### src/rtl/muldiv32_if.sv
// Issue/result bundle between decode and the muldiv32 unit.
interface muldiv32_if;
  logic [31:0] read_data_1;
  logic [31:0] read_data_2;
  logic [5:0]  Function_opcode;
  logic        Start;
  logic        Busy;
  logic        Done;
  logic        DivZero;
  logic [31:0] HI;
  logic [31:0] LO;

  modport master (
    output read_data_1, read_data_2, Function_opcode, Start,
    input  Busy, Done, DivZero, HI, LO
  );

  modport slave (
    input  read_data_1, read_data_2, Function_opcode, Start,
    output Busy, Done, DivZero, HI, LO
  );
endinterface

### src/rtl/muldiv32.sv
// Iterative 32-bit multiply/divide unit owning the architectural HI/LO pair.
// Divide support (DIV/DIVU) is built only when MULDIV_DIV_EN is defined.
module muldiv32 (
  input logic       clock,
  input logic       reset,
  muldiv32_if.slave bus
);
  // state | meaning
  // IDLE  | waiting for an issue
  // RUN   | one radix-2 step per cycle, 32 cycles
  // FIN   | HI/LO valid, Done pulse; may accept the next issue
  typedef enum logic [1:0] {IDLE = 2'd0, RUN = 2'd1, FIN = 2'd2} state_t;

  localparam logic [5:0] F_MULT  = 6'b011000;
  localparam logic [5:0] F_MULTU = 6'b011001;
  localparam logic [5:0] F_MTHI  = 6'b010001;
  localparam logic [5:0] F_MTLO  = 6'b010011;

  state_t      state, state_nxt;
  logic [4:0]  cnt;
  logic [31:0] acc_hi, acc_lo, op_b;
  logic [31:0] hi_q, lo_q;
  logic        neg_q;

  logic        can_issue, go_mul, go_div, go_run, go_mthi, go_mtlo;
  logic        last_iter;
  logic        signed_op, sign_a, sign_b;
  logic [31:0] mag_a, mag_b;
  logic [32:0] mul_sum;
  logic [63:0] mul_raw, mul_res;
  logic [31:0] iter_hi, iter_lo, res_hi, res_lo;

  assign can_issue = bus.Start && (state != RUN);
  assign go_mul    = can_issue && ((bus.Function_opcode == F_MULT) ||
                                   (bus.Function_opcode == F_MULTU));
  assign go_mthi   = can_issue && (bus.Function_opcode == F_MTHI);
  assign go_mtlo   = can_issue && (bus.Function_opcode == F_MTLO);
  assign go_run    = go_mul || go_div;
  assign last_iter = (state == RUN) && (cnt == 5'd31);

  // Signed ops run on magnitudes; the sign is restored on the result edge.
  assign signed_op = ~bus.Function_opcode[0];
  assign sign_a    = signed_op & bus.read_data_1[31];
  assign sign_b    = signed_op & bus.read_data_2[31];
  assign mag_a     = sign_a ? (32'd0 - bus.read_data_1) : bus.read_data_1;
  assign mag_b     = sign_b ? (32'd0 - bus.read_data_2) : bus.read_data_2;

  // Shift-add: acc_lo holds the multiplier, low product bits shift in from the top.
  assign mul_sum = {1'b0, acc_hi} + (acc_lo[0] ? {1'b0, op_b} : 33'd0);
  assign mul_raw = {mul_sum, acc_lo[31:1]};
  assign mul_res = neg_q ? (64'd0 - mul_raw) : mul_raw;

`ifdef MULDIV_DIV_EN
  localparam logic [5:0] F_DIV  = 6'b011010;
  localparam logic [5:0] F_DIVU = 6'b011011;

  logic        op_div, neg_r, div_zero;
  logic [32:0] div_shift, div_diff;
  logic [31:0] div_hi, div_lo, rem_fix, quo_fix;

  assign go_div = can_issue && ((bus.Function_opcode == F_DIV) ||
                                (bus.Function_opcode == F_DIVU));

  // Restoring divide: acc_hi is the partial remainder, acc_lo shifts dividend out / quotient in.
  assign div_shift = {acc_hi, acc_lo[31]};
  assign div_diff  = div_shift - {1'b0, op_b};
  assign div_hi    = div_diff[32] ? div_shift[31:0] : div_diff[31:0];
  assign div_lo    = {acc_lo[30:0], ~div_diff[32]};
  assign rem_fix   = neg_r ? (32'd0 - div_hi) : div_hi;
  assign quo_fix   = div_zero ? 32'hFFFF_FFFF : (neg_q ? (32'd0 - div_lo) : div_lo);

  always_ff @(posedge clock) begin
    if (reset) begin
      op_div   <= 1'b0;
      neg_r    <= 1'b0;
      div_zero <= 1'b0;
    end else if (go_run) begin
      op_div   <= go_div;
      neg_r    <= go_div & sign_a;
      div_zero <= go_div && (bus.read_data_2 == 32'd0);
    end
  end

  assign iter_hi     = op_div ? div_hi  : mul_raw[63:32];
  assign iter_lo     = op_div ? div_lo  : mul_raw[31:0];
  assign res_hi      = op_div ? rem_fix : mul_res[63:32];
  assign res_lo      = op_div ? quo_fix : mul_res[31:0];
  assign bus.DivZero = (state == FIN) && div_zero;
`else
  assign go_div      = 1'b0;
  assign iter_hi     = mul_raw[63:32];
  assign iter_lo     = mul_raw[31:0];
  assign res_hi      = mul_res[63:32];
  assign res_lo      = mul_res[31:0];
  assign bus.DivZero = 1'b0;
`endif

  always_ff @(posedge clock) begin
    if (reset) state <= IDLE;
    else       state <= state_nxt;
  end

  always_comb begin
    state_nxt = state;
    case (state)
      IDLE:    if (go_run) state_nxt = RUN;
      RUN:     if (cnt == 5'd31) state_nxt = FIN;
      FIN:     state_nxt = go_run ? RUN : IDLE;
      default: state_nxt = IDLE;
    endcase
  end

  always_ff @(posedge clock) begin
    if (reset) begin
      cnt    <= 5'd0;
      acc_hi <= 32'd0;
      acc_lo <= 32'd0;
      op_b   <= 32'd0;
      neg_q  <= 1'b0;
      hi_q   <= 32'd0;
      lo_q   <= 32'd0;
    end else begin
      if (go_run) begin
        cnt    <= 5'd0;
        acc_hi <= 32'd0;
        acc_lo <= mag_a;
        op_b   <= mag_b;
        neg_q  <= sign_a ^ sign_b;
      end else if (state == RUN) begin
        cnt    <= cnt + 5'd1;
        acc_hi <= iter_hi;
        acc_lo <= iter_lo;
      end
      if (last_iter) begin
        hi_q <= res_hi;
        lo_q <= res_lo;
      end
      if (go_mthi) hi_q <= bus.read_data_1;
      if (go_mtlo) lo_q <= bus.read_data_1;
    end
  end

  assign bus.Busy = (state == RUN);
  assign bus.Done = (state == FIN);
  assign bus.HI   = hi_q;
  assign bus.LO   = lo_q;
endmodule

### src/flat_wrapper.sv
// flat-port wrapper written by rule: the top's interface ports become plain ports
module muldiv32_flat 
  (clock, reset, bus_read_data_1, bus_read_data_2, bus_Function_opcode, bus_Start, bus_Busy, bus_Done, bus_DivZero, bus_HI, bus_LO);
  muldiv32_if bus_i ();
  input logic clock;
  input logic reset;
  input wire logic [$bits(bus_i.read_data_1)-1:0] bus_read_data_1;
  input wire logic [$bits(bus_i.read_data_2)-1:0] bus_read_data_2;
  input wire logic [$bits(bus_i.Function_opcode)-1:0] bus_Function_opcode;
  input wire logic [$bits(bus_i.Start)-1:0] bus_Start;
  output wire logic [$bits(bus_i.Busy)-1:0] bus_Busy;
  output wire logic [$bits(bus_i.Done)-1:0] bus_Done;
  output wire logic [$bits(bus_i.DivZero)-1:0] bus_DivZero;
  output wire logic [$bits(bus_i.HI)-1:0] bus_HI;
  output wire logic [$bits(bus_i.LO)-1:0] bus_LO;
  assign bus_i.read_data_1 = bus_read_data_1;
  assign bus_i.read_data_2 = bus_read_data_2;
  assign bus_i.Function_opcode = bus_Function_opcode;
  assign bus_i.Start = bus_Start;
  assign bus_Busy = bus_i.Busy;
  assign bus_Done = bus_i.Done;
  assign bus_DivZero = bus_i.DivZero;
  assign bus_HI = bus_i.HI;
  assign bus_LO = bus_i.LO;
  muldiv32 u_core (.clock(clock), .reset(reset), .bus(bus_i));
endmodule
### config.mk
export PLATFORM = sky130hd
export DESIGN_NAME = muldiv32_flat
export DESIGN_NICKNAME = d
export VERILOG_FILES = /design/src/rtl/muldiv32_if.sv /design/src/rtl/muldiv32.sv /design/src/flat_wrapper.sv
export SDC_FILE = /design/constraint.sdc
export NUM_CORES = 1
export LEC_CHECK = 0
export ABC_AREA = 1
export BUFFER_PORTS_ARGS = -buffer_cell sky130_fd_sc_hd__buf_2
export CAP_MARGIN = 10
export CORE_MARGIN = 2
export CORE_UTILIZATION = 35
export CTS_BUF_LIST = sky130_fd_sc_hd__clkbuf_4 sky130_fd_sc_hd__clkbuf_8 sky130_fd_sc_hd__clkbuf_16
export DETAILED_ROUTE_END_ITERATION = 16
export GPL_TIMING_DRIVEN = 0
export MAX_ROUTING_LAYER = met4
export PLACE_DENSITY_LB_ADDON = 0.12
export SKIP_CTS_REPAIR_TIMING = 1
export SLEW_MARGIN = 20
export SYNTH_ARGS = -nofsm -noshare
export SYNTH_HDL_FRONTEND = slang
export SYNTH_SLANG_ARGS = --single-unit
### constraint.sdc
create_clock -name clock -period 4.1 [get_ports clock]
set_input_delay 0.41 -clock clock [delete_from_list [all_inputs] [get_ports clock]]
set_output_delay 0.41 -clock clock [all_outputs]
set_load 0.03 [all_outputs]
Word level (Yosys, flattened, before mapping) --
Index checks and enable logic that the tools add are counted.
Cells by class: multiplexer cells 14, equal/unequal tests 10, bitwise operators 4, $add $sub $neg 5, reductions and logical operators 12
Operator list (count):
- 32-bit 2-to-1 mux | 9
- 64-bit 2-to-1 mux | 1
- 1-bit by 32-bit subtractor with 32-bit output, first input constant | 2
- 1-bit by 64-bit subtractor with 64-bit output, first input constant | 1
- 32-bit by 33-bit adder with 33-bit output | 1
- 6-bit by 5-bit equality test with 1-bit output, second input constant | 4
- 2-bit by 1-bit inequality test with 1-bit output, second input constant | 3
- 2-bit case mux with 3 select lines | 1
- 2-bit nonzero test | 3
- 5-bit by 1-bit adder with 5-bit output, second input constant | 1
- 5-bit equality test, second input constant | 1
- 1-bit logical AND | 5
- 2-bit 2-to-1 mux | 2
- 1-bit AND | 2
- 2-bit by 1-bit equality test with 1-bit output, second input constant | 1
- 2-bit equality test, second input constant | 1
- 2-bit logical NOT | 1
- 2-bit AND reduction | 1
- 2-bit OR reduction | 1
- 1-bit logical OR | 1
- 1-bit 2-to-1 mux | 1
- 1-bit NOT | 1
- 1-bit XOR | 1
Word-level totals: output and inout port bits 67, logic and storage cells 53, register bits after elaboration 168

Logic depth before layout (Yosys ltp) --
Gate-level depths: netlist (run 1).
word-level depth 6, depth in mapped cells 26, gate-level depth less buffers 23

Worst setup path before layout (run 1) --
Ideal clock, no wire load.
path kind reg-to-reg, start register u_core.acc_lo[0], end register u_core.hi_q[18] (netlist: u_core.bus.HI[18]), slack 1247 ps, library setup time 70 ps, cell stages (with the launch flop) 20, data arrival time 2782 ps, required time 4030 ps, clock period less this slack 2853 ps, path through dfxtp_1 -> clkbuf_1 -> clkbuf_1 -> nand2_1 -> inv_1 -> ha_1 -> fa_1 -> or2_2 -> nand2_1 -> nand2_1 -> nor3_1 -> nand4_1 -> nor2_1 -> nand2_1 -> nor2_4 -> nand2_1 -> nand2_2 -> xor2_1 -> nand2_1 -> a21oi_1
Between the ends: cells in the longest elaborated chain, start to end 6
RTL lines:
- start, declared | RTL line muldiv32.sv:21 | logic [31:0] acc_hi, acc_lo, op_b;
- start signal, assigned | RTL line muldiv32.sv:126 | acc_lo <= mag_a;
- start signal, assigned | RTL line muldiv32.sv:132 | acc_lo <= iter_lo;
- 32-bit 2-to-1 mux (*) | RTL line muldiv32.sv:49 | assign mul_sum = {1'b0, acc_hi} + (acc_lo[0] ? {1'b0, op_b} : 33'd0);
- 32-bit by 33-bit adder with 33-bit output (*) | RTL line muldiv32.sv:49
- 1-bit by 64-bit subtractor with 64-bit output | RTL line muldiv32.sv:51 | assign mul_res = neg_q ? (64'd0 - mul_raw) : mul_raw;
- 64-bit 2-to-1 mux (*) | RTL line muldiv32.sv:51
- 32-bit 2-to-1 mux (*) | RTL line muldiv32.sv:134 | if (last_iter) begin
- 32-bit 2-to-1 mux (*) | RTL line muldiv32.sv:138 | if (go_mthi) hi_q <= bus.read_data_1;
- end signal, assigned | RTL line muldiv32.sv:135 | hi_q <= res_hi;
- end signal, assigned | RTL line muldiv32.sv:138
- end, declared | RTL line muldiv32.sv:22 | logic [31:0] hi_q, lo_q;
Every way passes the cells marked *; elsewhere a longest branch is shown, timed or not. The select of a mux whose other input is x is not followed. A chain may end at the register's enable or synchronous reset.

Worst setup path after layout (run 1) --
start register u_core.acc_lo[0], end register u_core.hi_q[30] (netlist: u_core.bus.HI[30])
The elaborated chain is that of the path after synthesis.

==> results of run 1 <==
[metrics by stage]
stage	power, W	util (%)
2_1_floorplan	0.00201	-
3_3_place_gp	0.00221	39.0
3_5_place_dp	0.00221	39.0
4_1_cts	0.00388	40.6
5_1_grt	0.00401	40.6
6_report	0.00388	40.6
[routing by layer]
layer	up-vias	GRT usage (%)	routed length, µm
met5	-	-	0
li1	7256	-	-
met3	77	5.72	3840
met1	6607	38.9	25300
met2	494	41.5	22100
met4	0	9.06	1420
[synth_stat cells (30+ instances only)]
| cell | count |
|---|---|
| ha_1 | 37 |
| clkbuf_1 | 56 |
| nand2_1 | 701 |
| xor2_1 | 66 |
| a21oi_1 | 102 |
| a31oi_1 | 50 |
| nand3_1 | 114 |
| inv_1 | 318 |
| o21ai_0 | 113 |
| nand4_1 | 30 |
| nor2_1 | 184 |
| dfxtp_1 | 168 |
| o211ai_1 | 37 |
| nand2_2 | 46 |
[cells in the final DEF, fill, tap and decap left out, types with 8 or more instances in the layout]
cell       synthesis  routed
a31oi_1           50      50
nand3_1          114     114
nand2_1          701     701
buf_1             15      15
xor2_1            66      66
a21oi_1          102     102
inv_1            318     318
nand3_2           10      10
dfxtp_1          168     168
xnor2_1           14      14
inv_2             12      12
nand2_2           46      46
ha_1              37      37
o211ai_1          37      37
clkbuf_1          56      54
nand3b_1           8       8
clkbuf_16          0      17
nand4_1           30      30
nor2_1           184     183
o21ai_0          113     113
nor2_2            16      17
nor3_1            22      22
buf_2              6     144
[worst min-delay path: stages]
cell and delay [ns]:
buf_2 0.10, a21oi_1 0.07, nor2_1 0.07
[cells by family after synthesis]
| logic type | share of synthesized area [%] |
|---|---|
| AND/OR/NAND/NOR | 38.0 |
| buffers and inverters | 12.2 |
| AO/OA/AOI/OAI | 14.6 |
| flip-flops | 25.9 |
| XOR/XNOR | 5.53 |
| adder cells (fa/ha/maj) | 3.72 |
| other | 0.0289 |
[sequential cells by signal (all words and copies together) (netlist names)]
name           flops
u_core.acc_lo     32
u_core.bus.LO     32
u_core.neg_q       1
u_core.cnt         5
u_core.acc_hi     32
u_core.op_b       32
u_core.state       2
u_core.bus.HI     32
[power by group]
group,switching (W),leakage (nW),internal [W]
combinational,0.000369,5.97,0.000157
sequential,0.0000119,1.35,0.00165
clock,0.000736,0.293,0.000958
total,0.00112,7.61,0.00276
[final cells by class]
cell class,instances,share of cell area [%]
timing repair buffer,138,4.65
inverter,336,8.50
tap,468,3.95
clock buffer,23,3.30
clock inverter,8,0.649
sequential,168,22.7
multi-input combinational,1604,54.1
buffer,80,2.19
[path summary, 6_finish.rpt]
check | end | start | slack, ns | cells after the start
setup reg to reg | u_core.bus.HI[30]$_SDFFE_PP0P_ | u_core.acc_lo[0]$_SDFFE_PP0P_ | 0.33 | 20
hold reg to reg | u_core.acc_hi[0]$_SDFFE_PP0P_ | u_core.acc_hi[0]$_SDFFE_PP0P_ | 0.47 | 2
hold / removal | u_core.op_b[5]$_SDFFE_PP0P_ | bus_read_data_2[5] | 0.23 | 3
setup / recovery | u_core.bus.HI[30]$_SDFFE_PP0P_ | u_core.acc_lo[0]$_SDFFE_PP0P_ | 0.33 | 20
==> impl_metrics.ini, run 1 <==
[critical_path]
crit_type = flop to flop
cp-end-kind = flop
critPathSlowestCell = fa_1
crit_family = simple AND/OR/NAND/NOR gates
slowest_delay_ns = 0.49
crit_path_frequent_cell = nand2_1
path_cells = clkbuf_1 > clkbuf_2 > nand2_1 > inv_1 > ha_1 > fa_1 > or2_2 > nand2_1 > nand2_1 > nor3_1 > nand4_1 > nor2_2 > nand2_1 > nor2_4 > nand3_1 > nand2_2 > nand2_1 > nand2_1 > nand3_1 > a21oi_1
cp_max_fo = 10
arrival_ns = 4.16
cp-start-kind = flop
required_ns = 4.49
crit_buf_inv = 3

[finish]
fin_cells = 2825
design_area_um2 = 14800
antenna_cells = 0
area_delta_synth_final_pct = 14.4
multi_input_area_um2 = 8030
drive_gt1_share_pct = 12.0
num-fill-cells = 4054
nNetsFinal = 2456
seq_area_um2 = 3360

[floorplan]
dieArea_um2 = 38600
start_util_pct = 35.5
io_pins = 140
num_rows = 70
core_area_um2 = 36500
die_h_um = 197
die_x_um = 197

[yosys]
syn-num-nets = 2299
synth.largest_area_cell = dfxtp_1
async_flop_share_pct = 0
synth_area_leaders = dfxtp_1 26%, nand2_1 20%, inv_1 9.2%
ys_seq_elements = 168
ys.flop_type = dfxtp_1
yosys.area.top_type_share_pct = 25.9
netlist-cell-type-count = 49
syn_inst = 2188
ys_seq_area_share_pct = 25.9
syn_area_um2 = 13000
synth_edf_count = 0
yosys_warnings = 0
avgSynthCellArea_um2 = 5.93

[placed_design]
gp_congestion = 0.952
place_ws_ns = 0.259
detailed_place.area_um2 = 14300
dp_cells = 2794
dp_hpwl_um = 42600
port_buffers = 138

[clock_tree]
htree_levels = 4
cts_tree = done
clockRootBuffer = clkbuf_16
insertion_delay_ns = 0.47
clock-sinks = 168
clk_pin_slew_ns = 0.07
cts_buffers = 17
cts_buffer_depth = 2

[power]
p_leak_nw = 7.61
ir_worst_vdd_mv = 0.323
powerDensity_nw_per_um2 = 261

[outcome]
status = finished clean

[global_route]
antenna_found_initial = 0
grt_pass1_vias = 13600
grt_max_degree = 17
grt_use_total_pct = 28.3
grt_pass1_wl_um = 80000
grt_overflow = 0

[timing]
rsz0062_at_grt = no
hold_viol = 0
holdWs_ns = 0.226
final.period_utilization_pct = 91.9
tns_ns = 0
setup_violations = 0
fin_crit_ns = 3.77
slew_viol_final = 0
clock.fmax_mhz = 266
maxSlewHeadroom_pct = 35.8
tightestPinTransition_ns = 0.963
finClkSkew_ns = 0.0114
setup_ws_ns = 0.334

[routing]
drt_wl_total_um = 52700
wire_per_inst_um = 18.6
drc = 0
dr.pass1.iters = 6
drt_iter0_drc = 1204
antenna_left = 0
vias_per_cell = 5.11
vias = 14400

[worst_hold_path]
hp-class = input pin to flop

[run]
maxCapViolCount = 0
Power figures use the tool's default switching activity.
==> run 2, diff against run 1 <==
CORE_UTILIZATION = 45   (was 35)
RECOVER_POWER = 100   (was default)
==> impl_metrics.ini, run 2 (same netlist as run 1, synthesis figures left out) <==
[outcome]
status = finished clean

[floorplan]
io_pins = 140
num_rows = 62
core_area_um2 = 28500
die_h_um = 174
start_util_pct = 45.5
dieArea_um2 = 30200
die_x_um = 174

[finish]
nNetsFinal = 2456
drive_gt1_share_pct = 7.59
layout_commonest_cell = nand2_1
num-fill-cells = 3169
fin_cells = 2744
area_delta_synth_final_pct = 12.2
most-common-layout-cells = 718 x nand2_1, 321 x inv_1, 188 x nor2_1, 168 x dfxtp_1, 131 x clkbuf_1

[timing]
fin_crit_ns = 3.79
rsz0062_at_grt = no
setup_violations = 0
holdWs_ns = 0.243
maxSlewHeadroom_pct = 37.9
slew_viol_final = 0
tns_ns = 0
finClkSkew_ns = 0.0174
hold_viol = 0
final.period_utilization_pct = 92.4
clock.fmax_mhz = 264
tightestPinTransition_ns = 0.931

[critical_path]
crit_type = flop to flop
cp-end-kind = flop
arrival_ns = 4.17
cp-start-kind = flop
path_cells = clkbuf_1 > clkbuf_1 > nand2_1 > inv_1 > ha_1 > fa_1 > nand3_1 > nand3_2 > xnor2_1 > nand2_1 > nor2_1 > nand2_1 > nor2_1 > nand3_2 > o21ai_2 > inv_1 > nand2_1 > nand3_1 > a21oi_1
crit_path_frequent_cell = nand2_1
critPathSlowestCell = fa_1
slowest_delay_ns = 0.47
required_ns = 4.48
crit_family = simple AND/OR/NAND/NOR gates
cp_max_fo = 10
crit_buf_inv = 4

[global_route]
antenna_found_initial = 2
grt_pass1_wl_um = 77600
grt_use_total_pct = 34.4
grt_max_degree = 17
grt_pass1_vias = 13500
grt_overflow = 0

[clock_tree]
htree_levels = 4
clk_pin_slew_ns = 0.07
cts_buffers = 17
cts_buffer_depth = 2
cts_tree = done
insertion_delay_ns = 0.46
clockRootBuffer = clkbuf_16
clock-sinks = 168

[routing]
drt_wl_total_um = 50600
antenna_left = 0
dr.pass1.iters = 5
vias = 14700
wire_per_inst_um = 18.5
drc = 0
drt_iter0_drc = 1524
vias_per_cell = 5.36

[placed_design]
port_buffers = 138
dp_hpwl_um = 40300
dp_cells = 2710
gp_congestion = 1.01

[power]
total_power_w = 0.00385
ir_worst_vdd_mv = 0.277
p_leak_nw = 7.26
powerDensity_nw_per_um2 = 265

[run]
maxCapViolCount = 0

[worst_hold_path]
hp-class = input pin to flop
==> run 2: worst min-delay path, delay by kind of cell <==
| kind | cells | cell delay [ns] |
|---|---|---|
| buf+inv | 1 | 0.11 |
| simple gates | 1 | 0.07 |
| compound gates | 1 | 0.06 |
==> run 2: stage by stage <==
step                setup WS (ns)  instance area [µm²]  utilization [%]
floorplan                    1.25                13000                -
global placement            0.436                14100             49.6
detailed placement          0.424                14100             49.6
CTS                         0.407                14700             51.6
global route              0.00984                14600             51.0
finish                      0.310                14600             51.0
==> run 2: final cells by class <==
class                           count  area [µm²]  share of cell area [%]
Multi-Input combinational cell   1604        7930                    54.5
Sequential cell                   168        3360                    23.1
Inverter                          336        1260                    8.67
Timing Repair Buffer              138         607                    4.17
Tap cell                          384         480                    3.30
Clock buffer                       19         440                    3.03
Buffer                             80         319                    2.19
Clock inverter                     13         145                   0.997
Antenna cell                        2        5.00                  0.0344
==> run 2: path summary, 6_finish.rpt <==
kind                                   from                        endpoint  cells after the start  slack [ns]
max           u_core.acc_lo[0]$_SDFFE_PP0P_  u_core.bus.HI[20]$_SDFFE_PP0P_                     19        0.31
min                     bus_read_data_2[31]    u_core.op_b[31]$_SDFFE_PP0P_                      3        0.24
max reg2reg   u_core.acc_lo[0]$_SDFFE_PP0P_  u_core.bus.HI[20]$_SDFFE_PP0P_                     19        0.31
min reg2reg  u_core.acc_lo[29]$_SDFFE_PP0P_  u_core.acc_lo[29]$_SDFFE_PP0P_                      2        0.48
==> run 2: per-layer routing <==
metal	vias to the layer above	share of wire, %	GRT usage, %
li1	7271	-	-
met1	6703	47	48.1
met2	657	42	50.6
met3	76	8.3	5.46
met4	0	2.2	10.6
met5	-	0	-
==> run 2: power breakdown <==
part           total (W)  internal, W  switching (W)
sequential       0.00166      0.00165      0.0000120
combinational   0.000511     0.000153       0.000359
clock            0.00169     0.000918       0.000767
total            0.00385      0.00272        0.00114
==> run 3, diff against run 2 <==
CORE_MARGIN = default   (was 2)
==> impl_metrics.ini, run 3 (same netlist as run 1, synthesis figures left out) <==
[outcome]
status = finished clean

[timing]
hold_viol = 0
tns_ns = 0
final.period_utilization_pct = 91.7
rsz0062_at_grt = no
clock.fmax_mhz = 266
maxSlewHeadroom_pct = 35.5
fin_crit_ns = 3.76
holdWs_ns = 0.229
slew_viol_final = 0
finClkSkew_ns = 0.0177
tightestPinTransition_ns = 0.967
setup_violations = 0

[routing]
antenna_left = 0
drc = 0
wire_per_inst_um = 18.8
drt_iter0_drc = 1514
dr.pass1.iters = 6
drt_wl_total_um = 51300
vias = 14800
vias_per_cell = 5.39

[global_route]
grt_max_degree = 17
grt_overflow = 0
antenna_found_initial = 1
grt_pass1_wl_um = 77100
grt_pass1_vias = 13300
grt_use_total_pct = 36.4

[critical_path]
worstSetupEndpoint = u_core.bus.HI[18]$_SDFFE_PP0P_
r2r-start = u_core.acc_lo[0]$_SDFFE_PP0P_
cp-start-kind = flop
crit_type = flop to flop
arrival_ns = 4.14
rr_endpoint = u_core.bus.HI[18]$_SDFFE_PP0P_
reg2regPathDepth = 19
r2r_slack_ns = 0.34
cp-end-kind = flop
crit_start = u_core.acc_lo[0]$_SDFFE_PP0P_
cp_max_fo = 10
required_ns = 4.48

[floorplan]
die_h_um = 172
start_util_pct = 46.2
core_area_um2 = 28100
die_x_um = 172
num_rows = 61
dieArea_um2 = 29500
io_pins = 140

[clock_tree]
cts_buffer_depth = 2
insertion_delay_ns = 0.47
cts_buffers = 17
clk_pin_slew_ns = 0.07
cts_tree = done
clock-sinks = 168
htree_levels = 4
clockRootBuffer = clkbuf_16

[finish]
most-common-layout-cells = 716 x nand2_1, 319 x inv_1, 186 x nor2_1, 168 x dfxtp_1, 131 x clkbuf_1
antenna_cells = 0
num-fill-cells = 3173
area_delta_synth_final_pct = 12.0
drive_gt1_share_pct = 7.89
postLayoutCoreUtil_pct = 51.8
nNetsFinal = 2456
layout_commonest_cell = nand2_1
fin_cells = 2736

[worst_hold_path]
hp-class = input pin to flop
worstHoldPathCells = 3

[power]
switchingPower_w = 0.00115
p_clk_share_pct = 42.7
powerDensity_nw_per_um2 = 261
ir_worst_vdd_mv = 0.240
total_power_w = 0.00380
swShare_pct = 30.2
p_leak_nw = 7.25
p_int_w = 0.00265
seqPwrFrac_pct = 43.6
pwr-share-comb_pct = 13.7

[run]
maxCapViolCount = 0

[placed_design]
port_buffers = 138
dp_hpwl_um = 41000
dp_cells = 2704
gp_congestion = 1.00
[run 3: cell types whose count changed in the layout (fill, tap and decap cells not counted), sizes merged]
cell	delta
diode	-2
clkinv	+1
bufinv	-1
[run 3: worst max-delay path, cell delays in order (launching register included)]
cell and delay, ns:
dfxtp_1 0.30, clkbuf_1 0.18, clkbuf_1 0.26, nand2_1 0.10
inv_1 0.04, ha_1 0.25, fa_1 0.48, or2_2 0.32
nand2_1 0.11, nand2_1 0.12, nor3_1 0.17, nand4_1 0.23
nor2_1 0.25, nand2_1 0.15, nor2_4 0.14, nand2_1 0.07
nand2_1 0.13, xor2_1 0.18, nand2_1 0.07, a21oi_1 0.12
[run 3: worst min-delay path by stage]
stage | from | endpoint | slack, ns
2_1_floorplan | u_core.op_b[0]$_SDFFE_PP0P_ | u_core.op_b[0]$_SDFFE_PP0P_ | 0.43
3_3_place_gp | u_core.acc_hi[0]$_SDFFE_PP0P_ | u_core.acc_hi[0]$_SDFFE_PP0P_ | 0.45
3_5_place_dp | u_core.acc_lo[29]$_SDFFE_PP0P_ | u_core.acc_lo[29]$_SDFFE_PP0P_ | 0.46
4_1_cts | bus_read_data_2[5] | u_core.op_b[5]$_SDFFE_PP0P_ | 0.22
5_1_grt | bus_read_data_2[5] | u_core.op_b[5]$_SDFFE_PP0P_ | 0.25
6_report | bus_read_data_2[5] | u_core.op_b[5]$_SDFFE_PP0P_ | 0.23
[run 3: final cells by class]
type	instances	area (µm²)	share of cell area, %
plain buffers	80	319	2.19
multi-input cells	1604	7950	54.7
inverters	336	1260	8.68
flip-flops and latches	168	3360	23.1
well taps	378	473	3.25
clock buffers	19	440	3.03
repair buffers	138	607	4.17
clock inverters	13	120	0.826
[run 3: through the flow]
| stage | area (µm²) | setup slack [ns] |
|---|---|---|
| final | 14500 | 0.340 |
| after global routing | 14500 | 0.0433 |
| after CTS | 14700 | 0.416 |
| after detailed placement | 14100 | 0.449 |
| after global placement | 14100 | 0.446 |
| after floorplan | 13000 | 1.25 |
[run 3: power groups by stage]
| stage | logic (W) | registers, W | clock network [W] |
|---|---|---|---|
| floorplan | 0.000311 | 0.00170 | 0 |
| global placement | 0.000509 | 0.00170 | 0 |
| detailed placement | 0.000509 | 0.00170 | 0 |
| CTS | 0.000512 | 0.00166 | 0.00162 |
| global route | 0.000568 | 0.00166 | 0.00169 |
| finish | 0.000521 | 0.00166 | 0.00162 |
[run 3: metal layers]
metal | track usage [%] | wire (µm) | vias up
met5 | - | 0 | -
li1 | - | - | 7272
met4 | 10.8 | 1350 | 0
met1 | 50.5 | 24200 | 6743
met3 | 6.65 | 4610 | 83
met2 | 53.1 | 21200 | 652
